===== config.mk =====
export PLATFORM = sky130hd
export DESIGN_NAME = fetch_stage
export DESIGN_NICKNAME = d
export VERILOG_FILES = /design/src/rtl/fetch_stage.sv
export SDC_FILE = /design/constraint.sdc
export NUM_CORES = 1
export LEC_CHECK = 0
export CORE_MARGIN = 10
export CORE_UTILIZATION = 42
export DETAILED_ROUTE_END_ITERATION = 12
export PLACE_DENSITY = 0.71
export SETUP_SLACK_MARGIN = 0.2
export SLEW_MARGIN = 10
export SYNTH_ARGS = -nofsm -noshare
export SYNTH_HDL_FRONTEND = slang
export SYNTH_SLANG_ARGS = --single-unit

===== constraint.sdc =====
create_clock -name clk -period 4.14 [get_ports clk]
set_clock_uncertainty 0.2 [all_clocks]
set_input_delay 0.828 -clock clk [delete_from_list [all_inputs] [get_ports clk]]
set_output_delay 0.828 -clock clk [all_outputs]
set_load 0.05 [all_outputs]

===== src/rtl/fetch_stage.sv =====
// fetch_stage: PC, imem read, F/D register, 2-word instruction assembly.
// Optional boot-vector fetch enabled by defining FETCH_RESET_VECTOR_EN.
module fetch_stage #(
  parameter int PC_W = 32,
  parameter int INSTR_W = 16,
  parameter int IMM_BIT = 15,
  parameter int SRC_LSB = 7,
  parameter int DST_LSB = 10,
  parameter logic [PC_W-1:0] RESET_PC = '0
) (
  input  logic               clk,
  input  logic               rst,
  output logic [PC_W-1:0]    imem_addr,
  input  logic [INSTR_W-1:0] imem_rdata,
  input  logic               pc_enb,
  input  logic               fd_enb,
  input  logic               branch_taken,
  input  logic [PC_W-1:0]    branch_target,
  output logic               fd_valid,
  output logic [INSTR_W-1:0] fd_instr,
  output logic [INSTR_W-1:0] fd_imm,
  output logic [PC_W-1:0]    fd_pc,
  output logic [2:0]         src_F_D,
  output logic [2:0]         dst_F_D
);

  typedef enum logic [1:0] {
`ifdef FETCH_RESET_VECTOR_EN
    BOOT_LO   = 2'd0,
    BOOT_HI   = 2'd1,
`endif
    FETCH     = 2'd2,
    FETCH_IMM = 2'd3
  } state_t;

  state_t             state;
  logic [PC_W-1:0]    pc;
  logic [INSTR_W-1:0] hold_op;
  logic [PC_W-1:0]    hold_pc;
  logic               stall;

`ifdef FETCH_RESET_VECTOR_EN
  logic [INSTR_W-1:0]   vec_lo;
  logic [2*INSTR_W-1:0] vec;
  assign vec = {imem_rdata, vec_lo};
`endif

  assign imem_addr = pc;
  assign stall     = !pc_enb || !fd_enb;
  assign src_F_D   = fd_instr[SRC_LSB+:3];
  assign dst_F_D   = fd_instr[DST_LSB+:3];

  // PC / state / F/D update: rst > branch > stall > normal fetch
  always_ff @(posedge clk) begin
    if (rst) begin
`ifdef FETCH_RESET_VECTOR_EN
      state  <= BOOT_LO;
      pc     <= '0;
      vec_lo <= '0;
`else
      state  <= FETCH;
      pc     <= RESET_PC;
`endif
      hold_op  <= '0;
      hold_pc  <= '0;
      fd_valid <= 1'b0;
      fd_instr <= '0;
      fd_imm   <= '0;
      fd_pc    <= '0;
    end else begin
      case (state)
`ifdef FETCH_RESET_VECTOR_EN
        BOOT_LO: begin
          vec_lo <= imem_rdata;
          pc     <= PC_W'(1);
          state  <= BOOT_HI;
        end
        BOOT_HI: begin
          pc    <= PC_W'(vec);
          state <= FETCH;
        end
`endif
        FETCH, FETCH_IMM: begin
          if (branch_taken) begin
            pc       <= branch_target;
            state    <= FETCH;
            hold_op  <= '0;
            hold_pc  <= '0;
            fd_valid <= 1'b0;
            fd_instr <= '0;
            fd_imm   <= '0;
            fd_pc    <= '0;
          end else if (!stall) begin
            pc <= pc + PC_W'(1);
            if (state == FETCH_IMM) begin
              fd_valid <= 1'b1;
              fd_instr <= hold_op;
              fd_imm   <= imem_rdata;
              fd_pc    <= hold_pc;
              state    <= FETCH;
            end else if (imem_rdata[IMM_BIT]) begin
              hold_op  <= imem_rdata;
              hold_pc  <= pc;
              fd_valid <= 1'b0;
              state    <= FETCH_IMM;
            end else begin
              fd_valid <= 1'b1;
              fd_instr <= imem_rdata;
              fd_imm   <= '0;
              fd_pc    <= pc;
            end
          end
        end
        default: state <= FETCH;
      endcase
    end
  end

endmodule

======== After elaboration in Yosys (flattened, before gate mapping) ========
Cells that the tools add are included.
cells by class
  equal/unequal tests ..................... 5
  muxes and demuxes ....................... 28
  reduce and logical (&&, ||, !) cells .... 11
  bitwise operators ....................... 2
  add/sub/neg operators ................... 1
operators by type and width
  cell                     number
  $mux W32                 10
  $mux W16                 12
  $add A32 B1 Y32 const B  1
  $eq A2 B2 Y1 const B     2
  $mux W1                  4
  $mux W2                  2
  $ne A2 B2 Y1 const B     2
  $reduce_and A2 Y1        2
  $reduce_and A4 Y1        1
  $reduce_bool A2 Y1       2
  $ne A3 B1 Y1 const B     1
  $reduce_and A3 Y1        1
  $reduce_or A3 Y1         1
  $logic_not A1 Y1         2
  $not A1 Y1               2
  $reduce_or A2 Y1         1
  $logic_or A1 B1 Y1       1
word-level totals
  output and inout port bits .............. 103
  word-level logic and storage cells ...... 55
  bits in registers ....................... 147

======== Logic depth before layout (Yosys ltp) ========
Gate-level depths: netlist of the first run.
  word-level depth ........................ 4
  mapped depth ............................ 8
  gate-level depth less buffers ........... 6

======== Worst setup path before layout of the first run ========
No wires, ideal clock.
  kind .................................... reg-to-reg
  start point ............................. register pc[2], in the netlist imem_addr[2]
  end point ............................... register pc[28], in the netlist imem_addr[28]
  required time ........................... 3,849 ps
  path slack .............................. 1,043 ps
  library setup time ...................... 91 ps
  buffers on the path ..................... 3
  data arrival time ....................... 2,806 ps
  clock period less this slack ............ 3,097 ps
  stages on the path, launching flop included .. 9
  cell sequence ........................... dfxtp_1 -> buf_2 -> nand4_2 -> or4_1 -> buf_2 -> or4_1 -> buf_2 -> or3_1 -> a311oi_1
between the ends
  longest elaborated chain between the ends .. 3
ends and longest elaborated chain
  what                      RTL line  RTL
  start: declaration        37        logic [PC_W-1:0] pc;
  start signal: assignment  85        pc <= branch_target;
  start signal: assignment  94        pc <= pc + PC_W'(1);
  $add A32 B1 Y32           94
  $mux W32                  93        end else if (!stall) begin
  $mux W32                  84        if (branch_taken) begin
No other way between the ends. The select of a mux whose other input is x is not followed.
A chain may end at the register's enable or synchronous reset.

======== Worst setup path after layout of the first run ========
  start point ............................. register pc[3], in the netlist imem_addr[3]
  end point ............................... register pc[26], in the netlist imem_addr[26]
The elaborated chain is that of the path after synthesis.

==> run_results.csv, run 1 <==
group,metric,value,unit
status,run_status,"finished clean",
yosys,synth_cell_type_count,34,
detailed_routing,drt_iter0_drc,364,
sta,finalSetupViolations,0,
yosys,synth_compound_area_share,15.2,%
layout,area_growth_syn_to_layout,39.4,%
die,io_pins,156,
global_route,grt_remaining_overflow,0,
power_and_ir_drop,cellLeakagePower,2.74,nW
yosys,synthAdderAreaFrac,0.211,%
placement,numPortBuffers,155,
sta,fin_setup_tns,0,ns
setup_path,r2r_cells,5,
clock_network,cts_resized,0,
yosys,syn_avg_cell_area,8.50,um^2
clock_network,clockBufferDepth,2,
setup_path,r2r_end,"imem_addr[26]$_SDFFE_PP0P_",
clock_network,htreeDepth,4,
setup_path,cp-start-kind,"flop",
yosys,synth_edf_count,0,
setup_path,cp_max_fo,15,
setup_path,rrSetupSlack,1.01,ns
worst_hold_path,hold_path.class,"reg2reg",
die,start_util,42.9,%
global_route,grt_max_degree,55,
setup_path,r2r-start,"imem_addr[3]$_SDFFE_PP0P_",
layout,drive_gt1_share,5.52,%
yosys,seq_area_frac_synth,49.3,%
clock_network,cts.clk_slew.worst_paths,0.06,ns
yosys,synth_nets,751,
clock_network,clock_latency,0.42,ns
setup_path,end_kind,"flop",
run,maxCapViolCount,0,
yosys,yosys.area.top_type_share,49.3,%
detailed_routing,drcViolationCount,0,
worst_hold_path,hold_depth,2,
sta,maxSlewViolCount,0,
die,std_cell_rows,43,
power_and_ir_drop,peakVddDrop,0.000285,V
clock_network,cts-root-buf,"clkbuf_16",
global_route,grt_pass1_wl,28100,um
clock_network,ctsHoldBuffers,0,
clock_network,postCtsSetupBuffers,0,
placement,gp_congestion,0.822,
yosys,synth-xor-area-share,3.70,%
sta,clock.fmax,0.320,GHz
yosys,ys_warn_count,0,
power_and_ir_drop,p_per_area,435,nW/um^2
clock_network,cts_tree,"built",
layout,fillCellCount,1209,
sta,whs,0.252,ns
placement,post-dp-hpwl,12200,um
sta,tightest_slew,0.990,ns
yosys,synthTopCellsByArea,"dfxtp_1 49%, nand2_1 10%, mux2i_1 8.4%",
setup_path,criticalPathCategory,"reg2reg",
worst_hold_path,min-delay-start,"fd_pc[27]$_SDFFE_PP0P_",
layout,fin_nets,876,
worst_hold_path,min_to,"fd_pc[27]$_SDFFE_PP0P_",
global_route,grt_pass1_vias,5392,
yosys,synth_commonest_cells,"162 x nand2_1, 146 x dfxtp_1, 61 x a21oi_1",
yosys,synth_largest_area_cell,"dfxtp_1",
yosys,synth-seq-cells,146,
die,core-area,13800,um^2
sta,slew_headroom,34.0,%
sta,finalHoldViolCount,0,
power_and_ir_drop,fin_total_pwr,3.59,mW
layout,stdcell_area,8260,um^2
yosys,ys_async_sr_fraction,0,%
yosys,yosys.area_share.simple,18.5,%
detailed_routing,wl,17500,um
yosys,synth_most_common_cell,"nand2_1",
detailed_routing,vias,5368,
clock_network,cts_buffers,17,
yosys,postSynthCellCount,697,
yosys,syn-cell-area,5930,um^2
clock_network,clkSinkCount,146,
global_route,groute.usage.overall,17.7,%
detailed_routing,wl_per_cell,17.2,um
sta,post-route-period-util,75.5,%
sta,rsz0062_at_grt,"false",
global_route,antenna_found_initial,0,
die,die_w,139,um
yosys,synth_ff_type,"dfxtp_1",
yosys,synth_top_family_by_area,"simple AND/OR/NAND/NOR gates",
layout,post-route-util,59.7,%
setup_path,required,4.27,ns
die,die_y,139,um
placement,place_area,7580,um^2
detailed_routing,drt-pass1-iter-count,5,
detailed_routing,via_per_inst,5.29,
sta,period_needed,3.13,ns
die,die_area,19300,um^2
setup_path,arrival,3.25,ns
yosys,synthMuxAreaShare,8.45,%
detailed_routing,postRouteAntennaNets,0,
==> cell families (layout without fill, tap and decap cells) <==
group / count (synthesis) / in the layout
xor+xnor: 25 / 25
simple gates: 254 / 254
fa+ha+maj: 1 / 1
buf+inv: 65 / 202
compound gates: 156 / 156
other cells: 0 / 1
mux: 50 / 50
flops: 146 / 146
==> layout make-up <==
| class | count | area, um^2 | area share, % |
|---|---|---|---|
| sequential | 146 | 2930 | 35.4 |
| multi-input combinational | 486 | 2760 | 33.4 |
| clock buffer | 21 | 472 | 5.71 |
| tap | 180 | 225 | 2.73 |
| antenna | 1 | 2.50 | 0.0303 |
| timing repair buffer | 165 | 1650 | 20.0 |
| inverter | 6 | 22.5 | 0.273 |
| clock inverter | 10 | 203 | 2.45 |
==> cell usage in the layout (no fill, tap or decap), types with 7 or more instances in the layout <==
cell type          n
dfxtp_1          145
o21ai_0           56
nor3_1            10
a21oi_1           60
nand2_1          162
clkbuf_16         18
nand3_1           11
a211oi_1          11
clkdlybuf4s50_1  155
xnor2_1           20
buf_4              8
mux2i_1           50
or3_1              7
nor2_1            31
a22o_1            16
nand4_1            8
==> power by group <==
| part | total [mW] | internal (mW) | switching, mW |
|---|---|---|---|
| clock network | 1.74 | 1.17 | 0.569 |
| registers | 1.48 | 1.44 | 0.0485 |
| logic | 0.359 | 0.141 | 0.218 |
==> per-stage QoR <==
stage,setup slack (ns),cells
floorplan,1.04,697
global placement,1.02,983
detailed placement,0.930,983
CTS,1.04,1014
global route,0.802,1014
finish,1.01,1015
==> layer usage <==
metal	global-route usage (%)	routed length, um	vias to the layer above
met5	0	0	-
met4	6.37	254	0
met3	7.16	1510	22
met2	28.4	7870	204
met1	20.9	7870	2512
li1	-	-	2630
==> flip-flops by register name (all words and copies together), names as in the netlist <==
name,cells
fd_pc,32
hold_pc,32
imem_addr,32
fd_imm,16
fd_instr,16
hold_op,16
fd_valid,1
state,1
==> worst max-delay path, cell delays in order, from the launching register on <==
cell and delay, ns:
dfxtp_1 0.49, nand4_2 0.22, or4_1 0.81, or4_1 0.70
or3_1 0.35, a311oi_1 0.26
==> worst max-delay path by stage <==
stage                                       endpoint                       from
after floorplan           imem_addr[28]$_SDFFE_PP0P_  imem_addr[2]$_SDFFE_PP0P_
after global placement    imem_addr[28]$_SDFFE_PP0P_                     pc_enb
after detailed placement  imem_addr[26]$_SDFFE_PP0P_                     pc_enb
after CTS                 imem_addr[26]$_SDFFE_PP0P_  imem_addr[2]$_SDFFE_PP0P_
after global routing      imem_addr[28]$_SDFFE_PP0P_  imem_addr[2]$_SDFFE_PP0P_
final                     imem_addr[26]$_SDFFE_PP0P_  imem_addr[3]$_SDFFE_PP0P_
(Power assumes the default switching activity.)
==> inputs of run 2 (changes only) <==
--- a/config.mk
+++ b/config.mk
@@ -8,7 +8,7 @@
 export CORE_MARGIN = 10
 export CORE_UTILIZATION = 42
 export DETAILED_ROUTE_END_ITERATION = 12
-export PLACE_DENSITY = 0.71
+export PLACE_DENSITY = 0.73
 export SETUP_SLACK_MARGIN = 0.2
 export SLEW_MARGIN = 10
 export SYNTH_ARGS = -nofsm -noshare
==> constraint.sdc (replaced) <==
create_clock -name clk -period 2.7 [get_ports clk]
set_clock_uncertainty 0.2 [all_clocks]
set_input_delay 0.54 -clock clk [delete_from_list [all_inputs] [get_ports clk]]
set_output_delay 0.54 -clock clk [all_outputs]
set_load 0.05 [all_outputs]
==> run_results.csv, run 2 (synthesis results as in run 1) <==
group,metric,value,unit
sta,period_needed,2.46,ns
power_and_ir_drop,net-switching-power,1.29,mW
layout,diodes,0,
detailed_routing,postRouteAntennaNets,0,
power_and_ir_drop,comb_power_share,10.8,%
setup_path,required,2.83,ns
setup_path,r2r_end,"imem_addr[28]$_SDFFE_PP0P_",
clock_network,clkSinkCount,146,
power_and_ir_drop,switching_share,24.2,%
setup_path,r2r-start,"imem_addr[5]$_SDFFE_PP0P_",
die,die_y,139,um
setup_path,cp-start-kind,"flop",
status,run_status,"finished clean",
power_and_ir_drop,pwr-share-clk,46.7,%
detailed_routing,drt-pass1-iter-count,6,
global_route,antenna_found_initial,0,
global_route,grt_max_degree,51,
placement,gp_congestion,0.821,
clock_network,clockBufferDepth,2,
layout,fillCellCount,1157,
sta,clock.fmax,0.406,GHz
clock_network,cts-root-buf,"clkbuf_16",
setup_path,criticalPathCategory,"reg2reg",
clock_network,cts.clk_slew.worst_paths,0.06,ns
sta,post-route-period-util,91.2,%
clock_network,cts_buffers,17,
placement,numPortBuffers,155,
detailed_routing,drcViolationCount,0,
setup_path,r2r_cells,5,
sta,finalSetupViolations,0,
die,io_pins,156,
power_and_ir_drop,p_per_area,633,nW/um^2
setup_path,cpMostUsedCell,"or4_4",
run,maxCapViolCount,0,
die,start_util,42.9,%
detailed_routing,via_per_inst,5.26,
layout,fin_nets,896,
setup_path,crit_slowest_cell,"or4_4",
global_route,grt_pass1_vias,5346,
layout,layoutNonFillerInstCount,1034,
sta,tightest_slew,0.645,ns
layout,drive_gt1_share,10.1,%
setup_path,end_kind,"flop",
sta,finalHoldViolCount,0,
die,die_w,139,um
global_route,grt_remaining_overflow,0,
worst_hold_path,hold_depth,2,
setup_path,setup.worst_path.start,"imem_addr[5]$_SDFFE_PP0P_",
detailed_routing,vias,5438,
setup_path,slowest_delay,0.56,ns
power_and_ir_drop,cellLeakagePower,2.90,nW
detailed_routing,drt_iter0_drc,327,
detailed_routing,wl,17900,um
setup_path,cp_max_fo,7,
worst_hold_path,hold_path.class,"reg2reg",
layout,multi_input_area,2780,um^2
sta,fin_setup_tns,0,ns
die,core-area,13800,um^2
sta,slew_headroom,57.0,%
clock_network,clock_latency,0.42,ns
sta,rsz0062_at_grt,"true",
layout,final_common_cell,"nand2_1",
die,die_area,19300,um^2
die,std_cell_rows,43,
power_and_ir_drop,peakVddDrop,0.000372,V
layout,area_growth_syn_to_layout,42.0,%
placement,dpl.cell_count,1002,
placement,post-dp-hpwl,12600,um
power_and_ir_drop,seqPwrFrac,42.5,%
setup_path,crit_end,"imem_addr[28]$_SDFFE_PP0P_",
clock_network,ctsHoldBuffers,0,
power_and_ir_drop,fin_total_pwr,5.33,mW
power_and_ir_drop,p_int,4.04,mW
layout,mostFrequentLayoutCells,"162 x nand2_1, 140 x clkdlybuf4s50_1, 128 x dfxtp_1",
setup_path,path_cells,"nand4_4 -> or4_4 -> or4_4 -> or3_1 -> a311oi_1",
global_route,groute.usage.overall,18.1,%
layout,seqCellArea,2970,um^2
detailed_routing,wl_per_cell,17.3,um
sta,whs,0.250,ns
global_route,grt_pass1_wl,28700,um
setup_path,rrSetupSlack,0.24,ns
sta,maxSlewViolCount,0,
clock_network,cts_tree,"built",
clock_network,htreeDepth,4,
setup_path,arrival,2.59,ns
## run 2: what timing repair did
item,in CTS,in global routing
resized for setup,16,2
buffers inserted,0,1
endpoints found under the setup margin,16,4
pin swaps,0,1
## run 2: how the worst min path moves through the flow
stage	from	end
floorplan	hold_op[0]$_SDFFE_PP0P_	hold_op[0]$_SDFFE_PP0P_
global placement	fd_pc[28]$_SDFFE_PP0P_	fd_pc[28]$_SDFFE_PP0P_
detailed placement	fd_pc[30]$_SDFFE_PP0P_	fd_pc[30]$_SDFFE_PP0P_
CTS	hold_pc[29]$_SDFFE_PP0P_	hold_pc[29]$_SDFFE_PP0P_
global route	hold_pc[12]$_SDFFE_PP0P_	hold_pc[12]$_SDFFE_PP0P_
finish	fd_pc[30]$_SDFFE_PP0P_	fd_pc[30]$_SDFFE_PP0P_
## run 2: layer usage
metal	vias to the layer above	track usage, %	wire length [um]
li1	2685	-	-
met1	2543	21.2	7730
met2	186	28.7	8280
met3	24	8.01	1620
met4	0	6.21	270
met5	-	0	0
## run 2: metrics by stage
step / area [um^2] / setup WS (ns) / utilization, %
floorplan: 5990 / 0.00820 / -
global placement: 7780 / 0.0690 / 56.2
detailed placement: 7780 / 0.00554 / 56.2
CTS: 8400 / 0.204 / 60.7
global route: 8410 / 0.172 / 60.8
finish: 8410 / 0.237 / 60.8
## run 2: layout make-up
| cell class | instances | area share, % |
|---|---|---|
| clock buffers | 21 | 5.61 |
| well taps | 180 | 2.68 |
| repair buffers | 185 | 21.3 |
| clock inverters | 10 | 1.83 |
| inverters | 6 | 0.268 |
| multi-input cells | 486 | 33.0 |
| flip-flops and latches | 146 | 35.3 |
## run 2: critical path: cells and delay by family (launching register included)
family / cells / cell delay (ns)
flip-flops: 1 / 0.38
AND/OR/NAND/NOR: 4 / 1.53
AO/OA/AOI/OAI: 1 / 0.25
## run 2: power by group through the flow
stage	Combinational, mW	Sequential [mW]	Clock (mW)
final	0.573	2.27	2.49
after global placement	0.571	2.31	0
after detailed placement	0.579	2.31	0
after global routing	0.612	2.27	2.64
after floorplan	0.193	2.44	0
after CTS	0.576	2.27	2.53
